## config.mk

```make
export PLATFORM = sky130hd
export DESIGN_NAME = vga_timing_gen
export DESIGN_NICKNAME = d
export VERILOG_FILES = /design/src/rtl/vga_timing_gen.sv
export SDC_FILE = /design/constraint.sdc
export NUM_CORES = 1
export LEC_CHECK = 0
export ABC_CLOCK_PERIOD_IN_PS = 6400
export BUFFER_PORTS_ARGS = -buffer_cell sky130_fd_sc_hd__clkbuf_2
export CAP_MARGIN = 15
export CORE_MARGIN = 5
export CORE_UTILIZATION = 29
export CTS_CLUSTER_DIAMETER = 50
export DETAILED_ROUTE_END_ITERATION = 10
export GPL_ROUTABILITY_DRIVEN = 0
export PLACE_DENSITY = 0.46
export SYNTH_ARGS = -nofsm -noshare
export SYNTH_HDL_FRONTEND = slang
export SYNTH_SLANG_ARGS = --single-unit
```

## constraint.sdc

```tcl
create_clock -name clk -period 6.4 [get_ports clk]
set_clock_uncertainty 0.1 [all_clocks]
set_input_delay 0.64 -clock clk [delete_from_list [all_inputs] [get_ports clk]]
set_output_delay 0.64 -clock clk [all_outputs]
set_load 0.05 [all_outputs]
```

## src/rtl/vga_timing_gen.sv

```systemverilog
// vga_timing_gen: 640x480@60 raster timing from a CLK_DIV-divided board clock.
// Ports: clk, reset (sync, active-high) in; hCount, vCount, bright, hSync, vSync,
// pixel_tick, frame_start out. Define VGA_SYNC_ACTIVE_HIGH_EN for active-high syncs.
module vga_timing_gen #(
  parameter int CLK_DIV     = 4,
  parameter int H_TOTAL     = 800,
  parameter int H_SYNC      = 96,
  parameter int H_VIS_START = 144,
  parameter int H_VIS_END   = 784,
  parameter int V_TOTAL     = 525,
  parameter int V_SYNC      = 2,
  parameter int V_VIS_START = 35,
  parameter int V_VIS_END   = 515
) (
  input  logic       clk,
  input  logic       reset,
  output logic [9:0] hCount,
  output logic [9:0] vCount,
  output logic       bright,
  output logic       hSync,
  output logic       vSync,
  output logic       pixel_tick,
  output logic       frame_start
);

  localparam int DW = (CLK_DIV > 2) ? $clog2(CLK_DIV) : 1;

  localparam logic [DW-1:0] DIV_LAST = DW'(CLK_DIV - 1);
  localparam logic [DW-1:0] DIV_PRE  = DW'(CLK_DIV - 2);

  localparam logic [9:0] H_LAST = 10'(H_TOTAL - 1);
  localparam logic [9:0] V_LAST = 10'(V_TOTAL - 1);
  localparam logic [9:0] H_S    = 10'(H_SYNC);
  localparam logic [9:0] V_S    = 10'(V_SYNC);
  localparam logic [9:0] H_VS   = 10'(H_VIS_START);
  localparam logic [9:0] H_VE   = 10'(H_VIS_END);
  localparam logic [9:0] V_VS   = 10'(V_VIS_START);
  localparam logic [9:0] V_VE   = 10'(V_VIS_END);

`ifdef VGA_SYNC_ACTIVE_HIGH_EN
  localparam logic SYNC_ON = 1'b1;
`else
  localparam logic SYNC_ON = 1'b0;
`endif

  logic [DW-1:0] r_div;
  logic [9:0]    r_h;
  logic [9:0]    r_v;
  logic          r_bright;
  logic          r_hs;
  logic          r_vs;
  logic          r_tick;
  logic          r_fs;

  logic          w_h_last;
  logic          w_v_last;
  logic          w_div_pre;
  logic [9:0]    w_h_nxt;
  logic [9:0]    w_v_nxt;
  logic          w_bright_nxt;
  logic          w_hs_nxt;
  logic          w_vs_nxt;

  assign w_h_last  = (r_h == H_LAST);
  assign w_v_last  = (r_v == V_LAST);
  assign w_div_pre = (r_div == DIV_PRE);

  // Next raster position, applied only on a pixel_tick cycle.
  always_comb begin
    w_h_nxt = r_h + 10'd1;
    w_v_nxt = r_v;
    if (w_h_last) begin
      w_h_nxt = 10'd0;
      w_v_nxt = w_v_last ? 10'd0 : r_v + 10'd1;
    end
  end

  // Decodes use the next position so they line up with the counters.
  assign w_bright_nxt = (w_h_nxt >= H_VS) && (w_h_nxt < H_VE) &&
                        (w_v_nxt >= V_VS) && (w_v_nxt < V_VE);
  assign w_hs_nxt = (w_h_nxt < H_S) ? SYNC_ON : ~SYNC_ON;
  assign w_vs_nxt = (w_v_nxt < V_S) ? SYNC_ON : ~SYNC_ON;

  always_ff @(posedge clk) begin
    if (reset) begin
      r_div    <= '0;
      r_h      <= '0;
      r_v      <= '0;
      r_bright <= 1'b0;
      r_hs     <= SYNC_ON;
      r_vs     <= SYNC_ON;
      r_tick   <= 1'b0;
      r_fs     <= 1'b0;
    end else begin
      r_div  <= (r_div == DIV_LAST) ? '0 : r_div + 1'b1;
      // Tick is high for the cycle in which div sits at CLK_DIV-1.
      r_tick <= w_div_pre;
      // Frame start rides on the tick that wraps the last pixel.
      r_fs   <= w_div_pre && w_h_last && w_v_last;
      if (r_tick) begin
        r_h      <= w_h_nxt;
        r_v      <= w_v_nxt;
        r_bright <= w_bright_nxt;
        r_hs     <= w_hs_nxt;
        r_vs     <= w_vs_nxt;
      end
    end
  end

  always_ff @(posedge clk) begin
    if (!reset) begin
      assert (r_h < 10'(H_TOTAL));
      assert (r_v < 10'(V_TOTAL));
    end
  end

  assign hCount      = r_h;
  assign vCount      = r_v;
  assign bright      = r_bright;
  assign hSync       = r_hs;
  assign vSync       = r_vs;
  assign pixel_tick  = r_tick;
  assign frame_start = r_fs;

endmodule
```

### Word-level counts from Yosys, hierarchy flattened

Cells that the tools add are included.
Widths: inputs -> output; s select.

| storage, ports and cells | value |
|---|---|
| bits in registers | 27 |
| logic and storage cells | 32 |

| operators by class | value |
|---|---|
| $add $sub $neg | 3 |
| order comparisons | 6 |
| equal/unequal tests | 4 |
| mux-type cells | 5 |
| reduce and logical (&&, ||, !) cells | 6 |

Operators with widths:

| operator | number |
|---|---|
| $mux 10 | 3 |
| $add 10x1->10 const B | 2 |
| $eq 10x10->1 const B | 2 |
| $lt 10x10->1 const B | 2 |
| $ge 10x6->1 const B | 1 |
| $ge 10x8->1 const B | 1 |
| $lt 10x2->1 const B | 1 |
| $lt 10x7->1 const B | 1 |
| $logic_and 1x1->1 | 5 |
| $eq 2x2->1 const B | 2 |
| $add 2x1->2 const B | 1 |
| $mux 1 | 2 |
| $reduce_or 2->1 | 1 |

### Depth between registers and ports, before layout

Gate-level depths: netlist of the first run.

| logic depth | value |
|---|---|
| depth after elaboration | 6 |
| mapped depth | 10 |
| gate-level depth less buffers | 9 |

### Worst setup path after synthesis of the first run

Ideal clock, no wire load.

| path | value |
|---|---|
| path kind | register -> register |
| start | register r_h[0] (netlist: hCount[0]) |
| end | register r_bright (netlist: bright) |
| arrival time | 2.789 ns |
| slack | 3.438 ns |
| cell stages (with the launch flop) | 10 |
| path buffers | 1 |
| clock period less this slack | 2.962 ns |
| cell sequence | dfxtp_1 -> ha_1 -> and4_1 -> buf_6 -> nand3_1 -> a21o_1 -> a221o_1 -> or3_1 -> or3_1 -> o211ai_2 |

| between the ends | value |
|---|---|
| word-level cells in the longest chain between the ends | 6 |
| elaborated cells between the ends (all ways) | 11 |
| those cells by class | 1 x add/sub; 4 x order compare; 1 x eq/ne; 2 x mux; 3 x reduce/logical |

RTL lines:

| element | line | source |
|---|---|---|
| start, declared | 47 | `logic [9:0] r_h;` |
| start signal, assigned | 101 | `r_h <= w_h_nxt;` |
| $add 10x1->10 / $eq 10x10->1 (equally long branches) | 70, 64 |  |
| $mux 10 | 72 | `if (w_h_last) begin` |
| $ge 10x8->1 / $lt 10x10->1 (equally long branches) | 79 | `assign w_bright_nxt = (w_h_nxt >= H_VS) && (w_h_nxt < H_VE) &&` |
| $logic_and 1x1->1 (2 in a row) | 79 |  |
| $logic_and 1x1->1 (*) | 80 | `(w_v_nxt >= V_VS) && (w_v_nxt < V_VE);` |
| end signal, assigned | 103 | `r_bright <= w_bright_nxt;` |
| end, declared | 49 | `logic r_bright;` |

Mark *: on every way between the ends. The rest lies on a longest branch, timed or not.
A chain may end at the register's enable or synchronous reset.

### Worst setup path in the final report of the first run

Ends and elaborated chain as after synthesis.

==> results.py, run 1 <==
metrics = {
    "cts": {
        "cts_resized": 0,
        "numCtsBuffers": 3,
        "clkSlewWorstSetupHoldPaths_ns": 0.10,
        "insertion_delay_ns": 0.27,
        "htree_levels": 1,
        "cts_tree": "built",
        "ctsRootBufferMaster": "clkbuf_8",
        "clkSinkCount": 27,
        "cts_hold_buf": 0,
        "cts_setup_buffers": 0,
        "clockBufferDepth": 2,
    },
    "synth": {
        "synthTopCellsByArea": "dfxtp_1 (34%), nor2_1 (6.3%), ha_1 (4.7%), xor2_1 (4.4%), nand2_1 (3.7%)",
        "synth_top_flop_cell": "dfxtp_1",
        "synth.distinct_cells": 42,
        "synth-async-reset-ratio_pct": 0,
        "synth-edff-count": 0,
        "netlist_instances": 203,
        "yosys.area.top_type": "dfxtp_1",
        "syn_area_per_cell_um2": 7.91,
        "synthTopCellsByCount": "dfxtp_1 (27), nor2_1 (27), nand2_1 (16)",
        "synth_top_area_share_pct": 33.7,
        "ys_seq_elements": 27,
        "netlist_area_mm2": 0.00161,
        "syn-num-nets": 211,
        "synth_seq_area_share_pct": 33.7,
        "synth_warnings": 0,
    },
    "timing": {
        "hold_violations": 0,
        "finalSetupViolCount": 0,
        "worst_pin_slew_ns": 1.08,
        "relSlewSlack_pct": 27.6,
        "drv_slew": 0,
        "setup_tns_ns": 0,
        "rsz0062_at_grt": "false",
        "fmax_ghz": 0.349,
        "fin_crit_ns": 2.87,
        "fin_crit_sh_pct": 44.8,
    },
    "drt": {
        "wire_per_inst_um": 13.6,
        "vias_per_cell": 5.16,
        "met1_length_mm": 1.99,
        "top_layer": "met4",
        "vias": 1506,
        "antenna_left": 0,
        "drt_iter0_drc": 118,
        "wirelength_mm": 3.97,
        "dr_wl_met2_mm": 1.81,
        "first_pass_iters": 4,
        "drc": 0,
        "dr_wl_met3_um": 145,
    },
    "die": {
        "die_h_um": 84.4,
        "coreArea_mm2": 0.00544,
        "die_area_mm2": 0.00712,
        "ios": 27,
        "fp-row-count": 27,
        "dieWidth_um": 84.4,
        "initial_core_util_pct": 29.5,
    },
    "min_path": {
        "holdPathStages": 1,
        "whs_endpoint": "r_div[0]$_SDFF_PP0_",
        "min-delay-path-class": "reg2reg",
        "hold_start": "r_div[0]$_SDFF_PP0_",
    },
    "grt": {
        "antenna_found_initial": 0,
        "grt_pass1_vias": 1397,
        "grt_overflow_total": 0,
        "grt_pass1_wl_mm": 6.91,
        "grt_max_degree": 28,
        "grt_use_total_pct": 11.6,
    },
    "worst_setup_path": {
        "critPathTopFamily": "simple AND/OR/NAND/NOR gates",
        "cp.required_ns": 6.51,
        "path_buf_inv": 0,
        "crit_path_end_kind": "flip-flop",
        "worstPathCellList": "ha_1 > and4_1 > nand3_1 > a21o_1 > a221o_1 > or3_1 > or3_1 > o211ai_2",
        "reg2reg_depth": 8,
        "critPathMaxStageDelay_ns": 0.47,
        "r2r_start": "hCount[0]$_SDFFE_PP0P_",
        "cpMostUsedCell": "or3_1",
        "critPathKind": "reg2reg",
        "rrSetupSlack_ns": 3.53,
        "crit_path_top_delay_cell": "dfxtp_1",
        "cp_max_fo": 9,
        "start_kind": "flip-flop",
        "arrival_ns": 2.98,
        "timing.rr.end": "bright$_SDFFE_PP0P_",
    },
    "run": {
        "cap_violations": 0,
    },
    "layout": {
        "stdcell_count": 292,
        "diodes": 0,
        "final_layout_size_suffix_gt1_share_pct": 15.9,
        "fin_nets": 229,
        "area_delta_synth_final_pct": 12.4,
    },
    "pwr": {
        "p_per_area_mw_per_mm2": 167,
        "power_uw": 301,
        "peakVddDrop_uv": 69.0,
        "p_leak_uw": 0.000719,
    },
    "status": {
        "status": "finished, final reports clean",
    },
    "place": {
        "dpl.hpwl_mm": 2.79,
        "numPlacedInstances": 288,
        "io_buffers": 26,
    },
}
through the flow:
| stage | hold WS, ns | worst slack [ns] | util, % | cell area [µm²] |
|---|---|---|---|---|
| 6_report | 0.364 | 3.53 | 33.2 | 1800 |
| 5_1_grt | 0.402 | 3.34 | 33.2 | 1800 |
| 4_1_cts | 0.365 | 3.55 | 33.2 | 1800 |
| 3_5_place_dp | 0.350 | 3.60 | 32.3 | 1760 |
| 3_3_place_gp | 0.351 | 3.67 | 32.3 | 1760 |
| 2_1_floorplan | 0.329 | 3.44 | - | 1610 |
power by group:
part	switching, µW	total [µW]	internal (µW)	leakage, µW
combinational	15.2	22.1	6.91	0.000478
clock	54.9	99.5	44.6	0.0000228
sequential	7.03	179	172	0.000218
total	77.1	301	223	0.000719
registers in the layout, indices dropped and copies added (netlist names):
signal       cells
bright           1
frame_start      1
hCount          10
hSync            1
pixel_tick       1
r_div            2
vCount          10
vSync            1
worst max path at each step:
stage / start / endpoint / slack (ns) / cells past startpoint
final: hCount[0]$_SDFFE_PP0P_ / bright$_SDFFE_PP0P_ / 3.53 / 8
after global placement: hCount[0]$_SDFFE_PP0P_ / bright$_SDFFE_PP0P_ / 3.67 / 8
after global routing: hCount[0]$_SDFFE_PP0P_ / bright$_SDFFE_PP0P_ / 3.34 / 8
after CTS: hCount[0]$_SDFFE_PP0P_ / bright$_SDFFE_PP0P_ / 3.55 / 8
after detailed placement: hCount[0]$_SDFFE_PP0P_ / bright$_SDFFE_PP0P_ / 3.60 / 8
after floorplan: hCount[0]$_SDFFE_PP0P_ / bright$_SDFFE_PP0P_ / 3.44 / 9
cells by family after synthesis:
logic type               share of synthesized area, %
AO/OA/AOI/OAI                                    18.3
XOR/XNOR                                         4.91
adder cells (fa/ha/maj)                          4.68
buffers and inverters                            5.07
flip-flops                                       33.7
multiplexers                                     3.12
AND/OR/NAND/NOR                                  30.2
layout make-up:
class | count | area (µm²)
multi-input cells | 159 | 983
repair buffers | 26 | 130
clock buffers | 4 | 45.0
fillers | 580 | 3630
well taps | 72 | 90.1
inverters | 4 | 15.0
flip-flops and latches | 27 | 541
routing by layer:
layer  vias up  GRT usage, %
met5         -             0
met4         0          1.73
met3         2          2.94
met2        30          19.2
met1       700          15.5
li1        774             -
worst reg2reg max path: stages, from the launching register on:
cell,delay [ns]
dfxtp_1,0.47
ha_1,0.27
and4_1,0.31
nand3_1,0.30
a21o_1,0.25
a221o_1,0.32
or3_1,0.34
or3_1,0.32
o211ai_2,0.13
placed cells by master (no fill, tap or decap), types with 2 or more instances in the layout:
cell type / count
dfxtp_1: 27
or3_1: 3
a21oi_1: 11
a31oi_1: 3
xor2_1: 8
clkbuf_2: 26
and4_1: 2
nor3_1: 10
nand2_1: 16
and3_1: 5
o31ai_1: 4
nand3_1: 11
or4_1: 2
clkbuf_8: 3
ha_1: 6
inv_1: 4
nor2_1: 27
nor2b_1: 4
nand4_1: 8
o21ai_0: 10
and2_1: 2
a211oi_1: 4
mux2i_1: 5
Note: power is estimated with default switching activity, not from simulation.
==> run 2, diff against run 1 <==
--- a/config.mk
+++ b/config.mk
@@ -5,7 +5,8 @@
 export SDC_FILE = /design/constraint.sdc
 export NUM_CORES = 1
 export LEC_CHECK = 0
-export ABC_CLOCK_PERIOD_IN_PS = 6400
+export ABC_AREA = 1
+export ABC_CLOCK_PERIOD_IN_PS = 2550
 export BUFFER_PORTS_ARGS = -buffer_cell sky130_fd_sc_hd__clkbuf_2
 export CAP_MARGIN = 15
 export CORE_MARGIN = 5
@@ -13,7 +14,7 @@
 export CTS_CLUSTER_DIAMETER = 50
 export DETAILED_ROUTE_END_ITERATION = 10
 export GPL_ROUTABILITY_DRIVEN = 0
-export PLACE_DENSITY = 0.46
+export PLACE_DENSITY = 0.47
 export SYNTH_ARGS = -nofsm -noshare
 export SYNTH_HDL_FRONTEND = slang
 export SYNTH_SLANG_ARGS = --single-unit
==> constraint.sdc (replaced) <==
create_clock -name clk -period 2.55 [get_ports clk]
set_clock_uncertainty 0.1 [all_clocks]
set_input_delay 0.255 -clock clk [delete_from_list [all_inputs] [get_ports clk]]
set_output_delay 0.255 -clock clk [all_outputs]
set_load 0.05 [all_outputs]
==> results.py, run 2 <==
metrics = {
    "pwr": {
        "intPower_uw": 623,
        "swShare_pct": 36.9,
        "switchingPower_uw": 365,
        "p_clk_share_pct": 26.8,
        "comb_power_share_pct": 24.1,
        "p_leak_uw": 0.00101,
        "seqPwrFrac_pct": 49.1,
        "p_per_area_mw_per_mm2": 502,
        "peakVddDrop_uv": 203,
    },
    "drt": {
        "wire_per_inst_um": 13.0,
        "drt_iter0_drc": 122,
        "antenna_left": 0,
        "wirelength_mm": 4.77,
        "drc": 0,
        "vias_per_cell": 4.65,
        "first_pass_iters": 4,
        "vias": 1703,
    },
    "worst_setup_path": {
        "critPathTopFamily": "simple AND/OR/NAND/NOR gates",
        "crit_path_end_kind": "flip-flop",
        "cp_max_fo": 9,
        "arrival_ns": 2.34,
        "path_buf_inv": 0,
        "cp.required_ns": 2.68,
        "rrSetupSlack_ns": 0.34,
        "crit_path_top_delay_cell": "dfxtp_1",
        "cpMostUsedCell": "nand2_1",
        "reg2reg_depth": 11,
        "critPathKind": "reg2reg",
        "start_kind": "flip-flop",
        "timing.rr.end": "bright$_SDFFE_PP0P_",
        "r2r_start": "hCount[1]$_SDFFE_PP0P_",
        "critPathMaxStageDelay_ns": 0.44,
        "worstPathCellList": "ha_1 > nand2_2 > nor2_8 > nand2_1 > nand3_1 > nand4_1 > nand2_1 > nand2_1 > nor2_1 > nand3_1 > a21oi_2",
    },
    "die": {
        "coreArea_mm2": 0.00585,
        "dieWidth_um": 86.9,
        "die_h_um": 86.9,
        "fp-row-count": 28,
        "die_area_mm2": 0.00755,
        "ios": 27,
        "initial_core_util_pct": 29.3,
    },
    "grt": {
        "grt_overflow_total": 0,
        "grt_max_degree": 26,
        "grt_use_total_pct": 13.6,
        "grt_pass1_vias": 1595,
        "antenna_found_initial": 0,
        "grt_pass1_wl_mm": 8.06,
    },
    "min_path": {
        "min-delay-path-class": "in2reg",
        "whs_endpoint": "bright$_SDFFE_PP0P_",
        "hold_start": "reset",
        "holdPathStages": 2,
    },
    "synth": {
        "synth_top_area_share_pct": 31.5,
        "synth_seq_area_share_pct": 31.5,
        "synth_warnings": 0,
        "syn_area_per_cell_um2": 6.47,
        "synth_top_flop_cell": "dfxtp_1",
        "post-synth-top-count-cell": "nand2_1",
        "synth-edff-count": 0,
        "syn-num-nets": 273,
        "yosys.area.top_type": "dfxtp_1",
        "synth.distinct_cells": 29,
        "synthTopCellsByArea": "dfxtp_1 (32%), nand2_1 (17%), inv_1 (7.4%), nand3_1 (5.8%), nor2_1 (5.0%)",
        "synth-async-reset-ratio_pct": 0,
        "ys_seq_elements": 27,
        "synthTopCellsByCount": "nand2_1 (79), inv_1 (34), dfxtp_1 (27)",
        "netlist_area_mm2": 0.00171,
        "netlist_instances": 265,
    },
    "timing": {
        "drv_slew": 0,
        "timing.hold.ws_ns": 0.214,
        "hold_violations": 0,
        "fin_crit_ns": 2.21,
        "finalSetupViolCount": 0,
        "relSlewSlack_pct": 64.3,
        "worst_pin_slew_ns": 0.536,
        "rsz0062_at_grt": "false",
        "setup_tns_ns": 0,
        "fmax_ghz": 0.452,
        "fin_ws_ns": 0.340,
        "fin_crit_sh_pct": 86.7,
    },
    "place": {
        "numPlacedInstances": 362,
        "dp_slack_ns": 0.357,
        "io_buffers": 26,
        "dpl_cell_area_mm2": 0.00192,
        "dpl.hpwl_mm": 3.53,
    },
    "cts": {
        "clkSinkCount": 27,
        "clockBufferDepth": 2,
        "cts_hold_buf": 0,
        "insertion_delay_ns": 0.28,
        "htree_levels": 1,
        "cts_resized": 0,
        "numCtsBuffers": 3,
        "cts_tree": "built",
        "ctsRootBufferMaster": "clkbuf_8",
        "clkSlewWorstSetupHoldPaths_ns": 0.10,
        "cts_setup_buffers": 0,
    },
    "layout": {
        "fin_nets": 300,
        "area_delta_synth_final_pct": 14.9,
        "diodes": 0,
        "final_cell_mix": "nand2_1 (79), inv_1 (34), dfxtp_1 (27)",
        "final_layout_size_suffix_gt1_share_pct": 16.8,
        "stdcell_count": 366,
        "final_area_mm2": 0.00197,
        "layout_commonest_cell": "nand2_1",
    },
    "status": {
        "status": "finished, final reports clean",
    },
    "run": {
        "cap_violations": 0,
    },
}
-- run 2: cell types whose count changed in the layout (fill, tap and decap cells not counted), moves of 5 or more --
cell	previous run	this run
o21ai_0	10	15
nand2_2	0	7
nor3_1	10	4
xor2_1	8	2
inv_1	4	34
and3_1	5	0
mux2i_1	5	0
nand3_1	11	20
nand2_1	16	79
o211ai_1	0	6
-- run 2: cell type report --
type	instances	area, µm²
fillers	663	3880
multi-input cells	194	995
flip-flops and latches	27	541
repair buffers	29	153
inverters	37	141
well taps	75	93.8
clock buffers	3	41.3
clock inverters	1	5.00
-- run 2: cells by family after synthesis --
group	share of synthesized area (%)
and+or+nand+nor	39.1
xor gates and xnor gates	1.02
adders and majority gates	4.38
DFF	31.5
buffers and inverters	10.4
AOI/OAI and AO/OA	13.6
-- run 2: per-layer routing --
layer | wire length [µm] | vias to the layer above | global-route usage [%] | part of all wire (%)
li1 | - | 906 | - | -
met1 | 2450 | 758 | 19.9 | 51
met2 | 2080 | 34 | 20.2 | 44
met3 | 178 | 5 | 1.89 | 3.7
met4 | 57 | 0 | 4.67 | 1.2
met5 | 0 | - | 0 | 0
-- run 2: how the worst max path moves through the flow --
stage                                       from             endpoint  slack, ns  depth (start not counted)
final                     hCount[1]$_SDFFE_PP0P_  bright$_SDFFE_PP0P_       0.34                         11
after global routing      hCount[1]$_SDFFE_PP0P_  bright$_SDFFE_PP0P_       0.14                         11
after CTS                 hCount[1]$_SDFFE_PP0P_  bright$_SDFFE_PP0P_       0.33                         13
after detailed placement  hCount[1]$_SDFFE_PP0P_  bright$_SDFFE_PP0P_       0.36                         11
after global placement    hCount[7]$_SDFFE_PP0P_  bright$_SDFFE_PP0P_       0.31                         11
after floorplan           hCount[0]$_SDFFE_PP0P_  bright$_SDFFE_PP0P_       0.14                         13
-- run 2: metrics by stage --
| stage | power, µW | util, % |
|---|---|---|
| 6_report | 988 | 33.7 |
| 5_1_grt | 1050 | 33.7 |
| 2_1_floorplan | 673 | - |
| 3_5_place_dp | 735 | 32.9 |
| 3_3_place_gp | 736 | 32.9 |
| 4_1_cts | 1010 | 33.7 |
-- run 2: power groups by stage --
stage	sequential [µW]	clock (µW)	combinational (µW)
after global placement	495	0	241
after CTS	486	279	241
after detailed placement	496	0	240
after global routing	492	291	264
final	485	265	238
after floorplan	564	0	109
-- run 2: worst register-to-register path, stage by stage, from the launching register on --
cell	delay, ns
dfxtp_1	0.44
ha_1	0.22
nand2_2	0.11
nor2_8	0.20
nand2_1	0.27
nand3_1	0.26
nand4_1	0.10
nand2_1	0.07
nand2_1	0.05
nor2_1	0.12
nand3_1	0.11
a21oi_2	0.11
==> run 3, diff against run 2 <==
--- a/config.mk
+++ b/config.mk
@@ -14,7 +14,7 @@
 export CTS_CLUSTER_DIAMETER = 50
 export DETAILED_ROUTE_END_ITERATION = 10
 export GPL_ROUTABILITY_DRIVEN = 0
-export PLACE_DENSITY = 0.47
+export PLACE_DENSITY_LB_ADDON = 0.3
 export SYNTH_ARGS = -nofsm -noshare
 export SYNTH_HDL_FRONTEND = slang
 export SYNTH_SLANG_ARGS = --single-unit
==> results.py, run 3 (synthesized netlist as in run 2, its figures left out) <==
metrics = {
    "status": {
        "status": "finished, final reports clean",
    },
    "worst_setup_path": {
        "timing.rr.end": "bright$_SDFFE_PP0P_",
        "cp.required_ns": 2.67,
        "critPathMaxStageDelay_ns": 0.43,
        "crit_path_end_kind": "flip-flop",
        "worstPathCellList": "ha_1 > nand2_2 > nor2_8 > inv_4 > nor2_8 > nand2_1 > nand2_1 > nand2_2 > nor2_2 > nand3_1 > nand2_1 > nand3_1 > a21oi_2",
        "start_kind": "flip-flop",
        "critPathTopFamily": "simple AND/OR/NAND/NOR gates",
        "cpMostUsedCell": "nand2_1",
        "path_buf_inv": 1,
        "worstSetupPathDepth": 13,
        "crit_path_top_delay_cell": "dfxtp_1",
        "cp_max_fo": 16,
        "rrSetupSlack_ns": 0.36,
        "critPathKind": "reg2reg",
        "r2r_start": "hCount[1]$_SDFFE_PP0P_",
        "reg2reg_depth": 13,
        "arrival_ns": 2.31,
        "worstSetupEndpoint": "bright$_SDFFE_PP0P_",
        "startpoint": "hCount[1]$_SDFFE_PP0P_",
    },
    "cts": {
        "cts_setup_buffers": 0,
        "htree_levels": 1,
        "clkSinkCount": 27,
        "ctsRootBufferMaster": "clkbuf_8",
        "clockBufferDepth": 2,
        "numCtsBuffers": 3,
        "insertion_delay_ns": 0.28,
        "cts_resized": 0,
        "cts_tree": "built",
        "clkSlewWorstSetupHoldPaths_ns": 0.10,
        "cts_hold_buf": 0,
    },
    "die": {
        "initial_core_util_pct": 29.3,
        "coreArea_mm2": 0.00585,
        "fp-row-count": 28,
        "die_h_um": 86.9,
        "die_area_mm2": 0.00755,
        "ios": 27,
        "dieWidth_um": 86.9,
    },
    "timing": {
        "fin_crit_sh_pct": 86.1,
        "worst_pin_slew_ns": 0.502,
        "setup_tns_ns": 0,
        "drv_slew": 0,
        "rsz0062_at_grt": "false",
        "hold_violations": 0,
        "finalSetupViolCount": 0,
        "fmax_ghz": 0.456,
        "fin_ws_ns": 0.355,
        "relSlewSlack_pct": 66.5,
        "fin_crit_ns": 2.19,
    },
    "layout": {
        "final_cell_mix": "nand2_1 (79), inv_1 (34), dfxtp_1 (27)",
        "layout_commonest_cell": "nand2_1",
        "fin_nets": 301,
        "area_delta_synth_final_pct": 15.3,
        "final_layout_size_suffix_gt1_share_pct": 16.8,
        "diodes": 0,
        "fillCellCount": 633,
    },
    "drt": {
        "drc": 0,
        "wire_per_inst_um": 12.5,
        "antenna_left": 0,
        "vias_per_cell": 4.79,
        "wirelength_mm": 4.59,
        "first_pass_iters": 4,
        "drt_iter0_drc": 138,
        "vias": 1759,
    },
    "pwr": {
        "peakVddDrop_uv": 170,
        "swShare_pct": 36.1,
        "p_leak_uw": 0.00101,
        "p_clk_share_pct": 26.1,
        "switchingPower_uw": 354,
        "p_per_area_mw_per_mm2": 496,
        "seqPwrFrac_pct": 49.5,
        "intPower_uw": 626,
        "comb_power_share_pct": 24.3,
    },
    "min_path": {
        "min-delay-path-class": "in2reg",
    },
    "grt": {
        "grt_overflow_total": 0,
        "grt_pass1_vias": 1619,
        "antenna_found_initial": 0,
        "grt_use_total_pct": 12.5,
        "grt_max_degree": 24,
        "grt_pass1_wl_mm": 7.56,
    },
    "run": {
        "cap_violations": 0,
    },
    "place": {
        "dpl.hpwl_mm": 3.36,
        "io_buffers": 26,
        "dp_slack_ns": 0.403,
    },
}
==> run 3: power groups by stage <==
stage	Combinational [µW]	Clock (µW)	Sequential (µW)
floorplan	109	0	564
global placement	240	0	495
detailed placement	239	0	495
CTS	240	273	485
global route	263	281	491
finish	238	256	485
==> run 3: per-layer routing <==
metal	up-vias	wire length, µm	global-route usage, %
met5	-	0	0
met4	0	57	4.25
met3	4	251	1.89
met2	55	2120	20.8
met1	790	2160	16.4
li1	910	-	-
==> run 3: per-stage QoR <==
stage                     area [µm²]  std cells  util, %  hold slack (ns)  power, µW
after floorplan                 1710        265        -            0.311        673
after global placement          1930        363     33.0            0.349        735
after detailed placement        1930        363     33.0            0.361        734
after CTS                       1980        367     33.8            0.226        998
after global routing            1980        367     33.8            0.256       1030
final                           1980        367     33.8            0.237        980
==> run 3: final cells by class <==
| cell class | count | area (µm²) | area share (%) |
|---|---|---|---|
| Sequential cell | 27 | 541 | 27.4 |
| Timing Repair Buffer | 30 | 160 | 8.11 |
| Multi-Input combinational cell | 194 | 995 | 50.3 |
| Inverter | 37 | 141 | 7.16 |
| Tap cell | 75 | 93.8 | 4.75 |
| Clock buffer | 4 | 45.0 | 2.28 |
==> run 3: how the worst min path moves through the flow <==
stage | to | slack [ns] | startpoint | cells after the start
finish | bright$_SDFFE_PP0P_ | 0.24 | reset | 2
global route | bright$_SDFFE_PP0P_ | 0.26 | reset | 2
CTS | bright$_SDFFE_PP0P_ | 0.23 | reset | 2
detailed placement | r_div[0]$_SDFF_PP0_ | 0.36 | r_div[0]$_SDFF_PP0_ | 1
global placement | r_div[0]$_SDFF_PP0_ | 0.35 | r_div[0]$_SDFF_PP0_ | 1
floorplan | vCount[8]$_SDFFE_PP0P_ | 0.31 | reset | 3
